`config.mk`:
```
export PLATFORM = sky130hd
export DESIGN_NAME = tiny_cpu_core
export DESIGN_NICKNAME = d
export VERILOG_FILES = /design/src/rtl/tiny_cpu_core.sv
export SDC_FILE = /design/constraint.sdc
export NUM_CORES = 2
export LEC_CHECK = 0
export CELL_PAD_IN_SITES_DETAIL_PLACEMENT = 1
export CELL_PAD_IN_SITES_GLOBAL_PLACEMENT = 2
export CORE_MARGIN = 1
export CORE_UTILIZATION = 45
export DETAILED_ROUTE_END_ITERATION = 10
export GPL_TIMING_DRIVEN = 0
export PLACE_DENSITY_LB_ADDON = 0.1
export SETUP_SLACK_MARGIN = 0.05
export SLEW_MARGIN = 15
export SYNTH_ARGS = -nofsm -noshare
export SYNTH_HDL_FRONTEND = slang
export SYNTH_SLANG_ARGS = --single-unit
```
`constraint.sdc`:
```
create_clock -name clk -period 12.4 [get_ports clk]
set_input_delay 1.24 -clock clk [delete_from_list [all_inputs] [get_ports clk]]
set_output_delay 1.24 -clock clk [all_outputs]
set_load 0.01 [all_outputs]
```
`src/rtl/tiny_cpu_core.sv`:
```
// Accumulator/register CPU for the LED demo: writable program ROM, 16-entry register file,
// one instruction retired per enabled clock while running.
module tiny_cpu_core #(
  parameter int unsigned DATA_W = 32,
  parameter int unsigned PC_W   = 4
) (
  input  logic              clk,
  input  logic              rst_n,
  input  logic              ce,
  input  logic              run,
  input  logic              prog_we,
  input  logic [PC_W-1:0]   prog_addr,
  input  logic [15:0]       prog_data,
  output logic [PC_W-1:0]   pc,
  output logic [DATA_W-1:0] out_data,
  output logic              out_valid,
  output logic              halted,
  output logic              busy
);

  localparam int unsigned ROM_D = 1 << PC_W;
  localparam int unsigned NREG  = 16;

  localparam logic [3:0] OP_INC  = 4'h1;
  localparam logic [3:0] OP_ADD  = 4'h2;
  localparam logic [3:0] OP_SUB  = 4'h3;
  localparam logic [3:0] OP_AND  = 4'h4;
  localparam logic [3:0] OP_OR   = 4'h5;
  localparam logic [3:0] OP_XOR  = 4'h6;
  localparam logic [3:0] OP_SHL  = 4'h7;
  localparam logic [3:0] OP_SHR  = 4'h8;
  localparam logic [3:0] OP_LDI  = 4'h9;
  localparam logic [3:0] OP_JNZ  = 4'hA;
  localparam logic [3:0] OP_JMP  = 4'hB;
  localparam logic [3:0] OP_OUT  = 4'hC;
  localparam logic [3:0] OP_HALT = 4'hF;

  typedef enum logic [1:0] {
    S_LOAD,
    S_RUN,
    S_HALTED
  } state_t;

  state_t state_q, state_d;

  logic [15:0]       rom  [ROM_D];
  logic [DATA_W-1:0] regs [NREG];

  logic [15:0]       instr;
  logic [3:0]        opcode, rd, rs;
  logic [7:0]        imm8;
  logic [DATA_W-1:0] rd_val, rs_val;

  logic [PC_W-1:0]   pc_d;
  logic [DATA_W-1:0] out_data_d, wr_data;
  logic              out_valid_d, wr_en;

  // Combinational fetch/decode; R0 is hard-wired to zero on read
  assign instr  = rom[pc];
  assign opcode = instr[15:12];
  assign rd     = instr[11:8];
  assign rs     = instr[7:4];
  assign imm8   = instr[7:0];
  assign rd_val = (rd == 4'd0) ? '0 : regs[rd];
  assign rs_val = (rs == 4'd0) ? '0 : regs[rs];

  // Next-state, next-pc and execute
  always_comb begin
    state_d     = state_q;
    pc_d        = pc;
    out_data_d  = out_data;
    out_valid_d = 1'b0;
    wr_en       = 1'b0;
    wr_data     = rd_val;
    case (state_q)
      S_LOAD: begin
        if (run) begin
          state_d = S_RUN;
          pc_d    = '0;
        end
      end
      S_RUN: begin
        if (!run) begin
          state_d = S_LOAD;
        end else if (ce) begin
          pc_d = pc + PC_W'(1);
          case (opcode)
            OP_INC: begin wr_en = 1'b1; wr_data = rd_val + DATA_W'(1); end
            OP_ADD: begin wr_en = 1'b1; wr_data = rd_val + rs_val; end
            OP_SUB: begin wr_en = 1'b1; wr_data = rd_val - rs_val; end
            OP_AND: begin wr_en = 1'b1; wr_data = rd_val & rs_val; end
            OP_OR:  begin wr_en = 1'b1; wr_data = rd_val | rs_val; end
            OP_XOR: begin wr_en = 1'b1; wr_data = rd_val ^ rs_val; end
            OP_SHL: begin wr_en = 1'b1; wr_data = rd_val << 1; end
            OP_SHR: begin wr_en = 1'b1; wr_data = rd_val >> 1; end
            OP_LDI: begin wr_en = 1'b1; wr_data = DATA_W'(imm8); end
            OP_JNZ: begin
              if (rd_val != '0) pc_d = imm8[PC_W-1:0];
            end
            OP_JMP: pc_d = imm8[PC_W-1:0];
            OP_OUT: begin
              out_data_d  = rd_val;
              out_valid_d = 1'b1;
            end
            OP_HALT: begin
              pc_d    = pc;
              state_d = S_HALTED;
            end
            default: ;
          endcase
        end
      end
      S_HALTED: begin
        if (!run) state_d = S_LOAD;
      end
      default: state_d = S_LOAD;
    endcase
  end

  // State, pc, register file and output registers
  always_ff @(posedge clk) begin
    if (!rst_n) begin
      state_q   <= S_LOAD;
      pc        <= '0;
      out_data  <= '0;
      out_valid <= 1'b0;
      halted    <= 1'b0;
      busy      <= 1'b0;
      for (int i = 0; i < int'(NREG); i++) regs[i] <= '0;
    end else begin
      state_q   <= state_d;
      pc        <= pc_d;
      out_data  <= out_data_d;
      out_valid <= out_valid_d;
      halted    <= (state_d == S_HALTED);
      busy      <= (state_d == S_RUN);
      if (wr_en && (rd != 4'd0)) regs[rd] <= wr_data;
    end
  end

  // Program ROM keeps its contents across reset
  always_ff @(posedge clk) begin
    if (rst_n && prog_we && (state_q == S_LOAD)) rom[prog_addr] <= prog_data;
  end

endmodule
```
==> key figures <==
Global routing
  • Vias in the first global route: 38300
  • Total track usage: 44.9%
  • First-pass GRT wire length: 301 mm
  • Total gr overflow: 0
  • Largest net degree at the start of global routing: 33
  • Antenna violations before repair: 9

Die
  • Initial Util: 45.7%
  • Die footprint: 96400 um2
  • Ports: 64
  • FP Rows: 112
  • Core area: 93700 um2
  • Die Height: 311 um
  • DIE WIDTH: 311 um

Finish
  • Fraction of layout instances using a drive strength above 1: 11.5%
  • Multi-input logic area: 18500 um2
  • Final std cells w/o fill: 5798
  • Fill cell count: 10300
  • Utilization after layout: 52.2%
  • Area delta synth->final: 14.2%
  • Storage element area: 23000 um2
  • Nets: 4593

Placed design
  • Post-DP HPWL: 151 mm
  • Placed Cells: 5632
  • Gpl congestion: 1.04
  • Port Buf Inserts: 63

Synthesis
  • Seq/Total Area, Yosys: 53.7%
  • Syn avg cell area: 10.1 um2
  • Synth warn: 0
  • Seq cells post-synth: 781
  • Synth area leader: edfxtp_1
  • Number of flops mapped to enable cells by yosys: 736
  • Synth Flop Type: edfxtp_1
  • Ys async rst share: 0%
  • Top cell type's share of synthesized area: 51.6%
  • Synth Instances: 4251
  • Top cells by count, synth: nand2_1 (862), edfxtp_1 (736), nor2_1 (577), a21oi_1 (295), nand3_1 (264)
  • Netlist cell types: 87
  • Mapped Nets: 4374
  • Top post-synthesis cells by area: edfxtp_1 (52%), nand2_1 (7.6%), nor2_1 (5.1%)
  • Netlist Area Pre-Place: 42800 um2
  • Most frequent cell after synthesis: nand2_1

Setup path
  • CP Launch Type: flip-flop
  • Worst setup EP type: flip-flop
  • Max stage delay cell, worst path: a311oi_2
  • Worst path bufs/invs: 8
  • R2r setup slk: 0.61 ns
  • CP arrival: 12.22 ns
  • Setup Crit Path Kind: flip-flop to flip-flop
  • Critical path data required time: 12.83 ns
  • Critical path fanouts, max: 10
  • Crit-path leading delay family: compound AO/OA/AOI/OAI gates
  • Max incr delay on CP: 0.77 ns

Timing
  • Slew Viols, Final: 0
  • Fin crit period: 11.79 ns
  • Final setup viols: 0
  • TNS Setup: 0 ns
  • Final Hold Vio Count: 0
  • Max-slew headroom at the worst pin: 5.11%
  • Max Freq: 84.8 MHz
  • Part of the cycle the worst path needs: 95.1%
  • Worst slew pin tran: 1.42 ns
  • Unrepaired setup endpoints after global routing: false
  • Clk_skew: 0.0358 ns

CTS
  • H-tree levels: 3
  • Clock slew at reported path FFs: 0.06 ns
  • TritonCTS clock tree: done
  • CTS Hold Buffers Added: 0
  • CTS root buf: clkbuf_16
  • Worst-skew pair later-pin latency: 0.72 ns
  • Post-CTS Setup Inserts: 0
  • Cts repair resizes: 0
  • Clock sinks: 781
  • Max Buffers Root-to-Sink: 3
  • CTS Buf Count: 88

Route
  • Post-DRT Antenna Nets: 0
  • Vias per cell: 6.82
  • Drt initial violations: 6025
  • Via Count: 39600
  • DRC: 0
  • Drt first pass iters: 7
  • Avg WL per Cell: 38.0 um
  • Final wirelength: 220 mm

Power
  • Leak pwr: 0.0174 uW
  • Max VDD drop: 0.000166 V
  • Total power: 6430 uW
  • Pwr Density: 131 nW/um2

Hold path
  • Hold Crit Class: flip-flop to flip-flop

Run
  • MaxCap Viol Count: 0

Run status
  • Status: finished, final reports clean
[cell type report]
| class | count | area share (%) |
|---|---|---|
| Antenna cell | 7 | 0.0358 |
| Tap cell | 1254 | 3.21 |
| Buffer | 335 | 3.16 |
| Multi-Input combinational cell | 3042 | 37.8 |
| Clock buffer | 109 | 4.66 |
| Inverter | 93 | 0.714 |
| Timing Repair Buffer | 129 | 2.53 |
| Sequential cell | 781 | 47.0 |
| Clock inverter | 48 | 0.896 |
[stage by stage]
step / area [um2] / worst slack [ns] / hold slack [ns]
final: 48900 / 0.610 / 0.447
after global routing: 48900 / 0.166 / 0.471
after CTS: 48800 / 0.998 / 0.451
after global placement: 45000 / -0.719 / 0.440
after floorplan: 42800 / 5.09 / 0.476
after detailed placement: 46100 / 1.22 / 0.444
[sequential cells by signal (all words and copies together), names as in the netlist, named ones only]
| signal | count |
|---|---|
| rom | 256 |
| pc | 4 |
| state_q | 2 |
| busy | 1 |
| regs | 480 |
| out_data | 32 |
| halted | 1 |
| out_valid | 1 |
[worst paths after layout]
check / from / end / depth (start not counted)
max: flip-flop / regs[4][28] / 33
min reg2reg: out_data[2] / out_data[2] / 2
max reg2reg: flip-flop / regs[4][28] / 33
min: out_data[2] / out_data[2] / 2
[layout by cell type (no fill, tap or decap), types with 31 or more instances in the layout]
master	n
a211oi_1	66
dfxtp_1	45
nand2_1	847
clkdlybuf4s50_1	63
ha_1	97
nor4_2	36
mux2_2	33
clkbuf_1	223
mux4_2	69
o211ai_1	37
mux2i_1	135
inv_1	90
nand3_1	264
a21oi_1	295
nor3_1	38
clkbuf_16	88
nor2_1	565
o21ai_0	81
clkbuf_2	31
xnor2_1	40
buf_2	64
buf_4	47
edfxtp_1	736
[metal layers]
layer	global-route usage (%)	vias to the layer above	share of wire, %
met4	33.8	4	8.9
met2	66.8	2988	43
li1	-	15800	-
met1	55.7	20000	36
met3	12.2	858	12
met5	0	-	0.055
[report_power, final]
group / switching [uW] / internal (uW)
combinational: 637 / 223
sequential: 39.5 / 2940
clock: 1180 / 1400
total: 1860 / 4560
[cell families after synthesis]
| logic type | Yosys count | share of synthesized area [%] |
|---|---|---|
| flip-flops | 781 | 53.7 |
| adder cells (fa/ha/maj) | 98 | 2.88 |
| multiplexers | 244 | 7.87 |
| AO/OA/AOI/OAI | 706 | 10.6 |
| AND/OR/NAND/NOR | 1943 | 19.6 |
| buffers and inverters | 428 | 4.33 |
| XOR/XNOR | 51 | 1.04 |
[worst reg2reg max path: cells and delay by family (launching register included)]
family | cells | cell delay, ns
and+or+nand+nor | 6 | 1.51
buffers and inverters | 8 | 2.91
adders and majority gates | 2 | 0.68
AOI/OAI and AO/OA | 14 | 5.24
DFF | 1 | 0.51
xor gates and xnor gates | 2 | 0.45
muxes | 1 | 0.20
(Power assumes the default switching activity.)
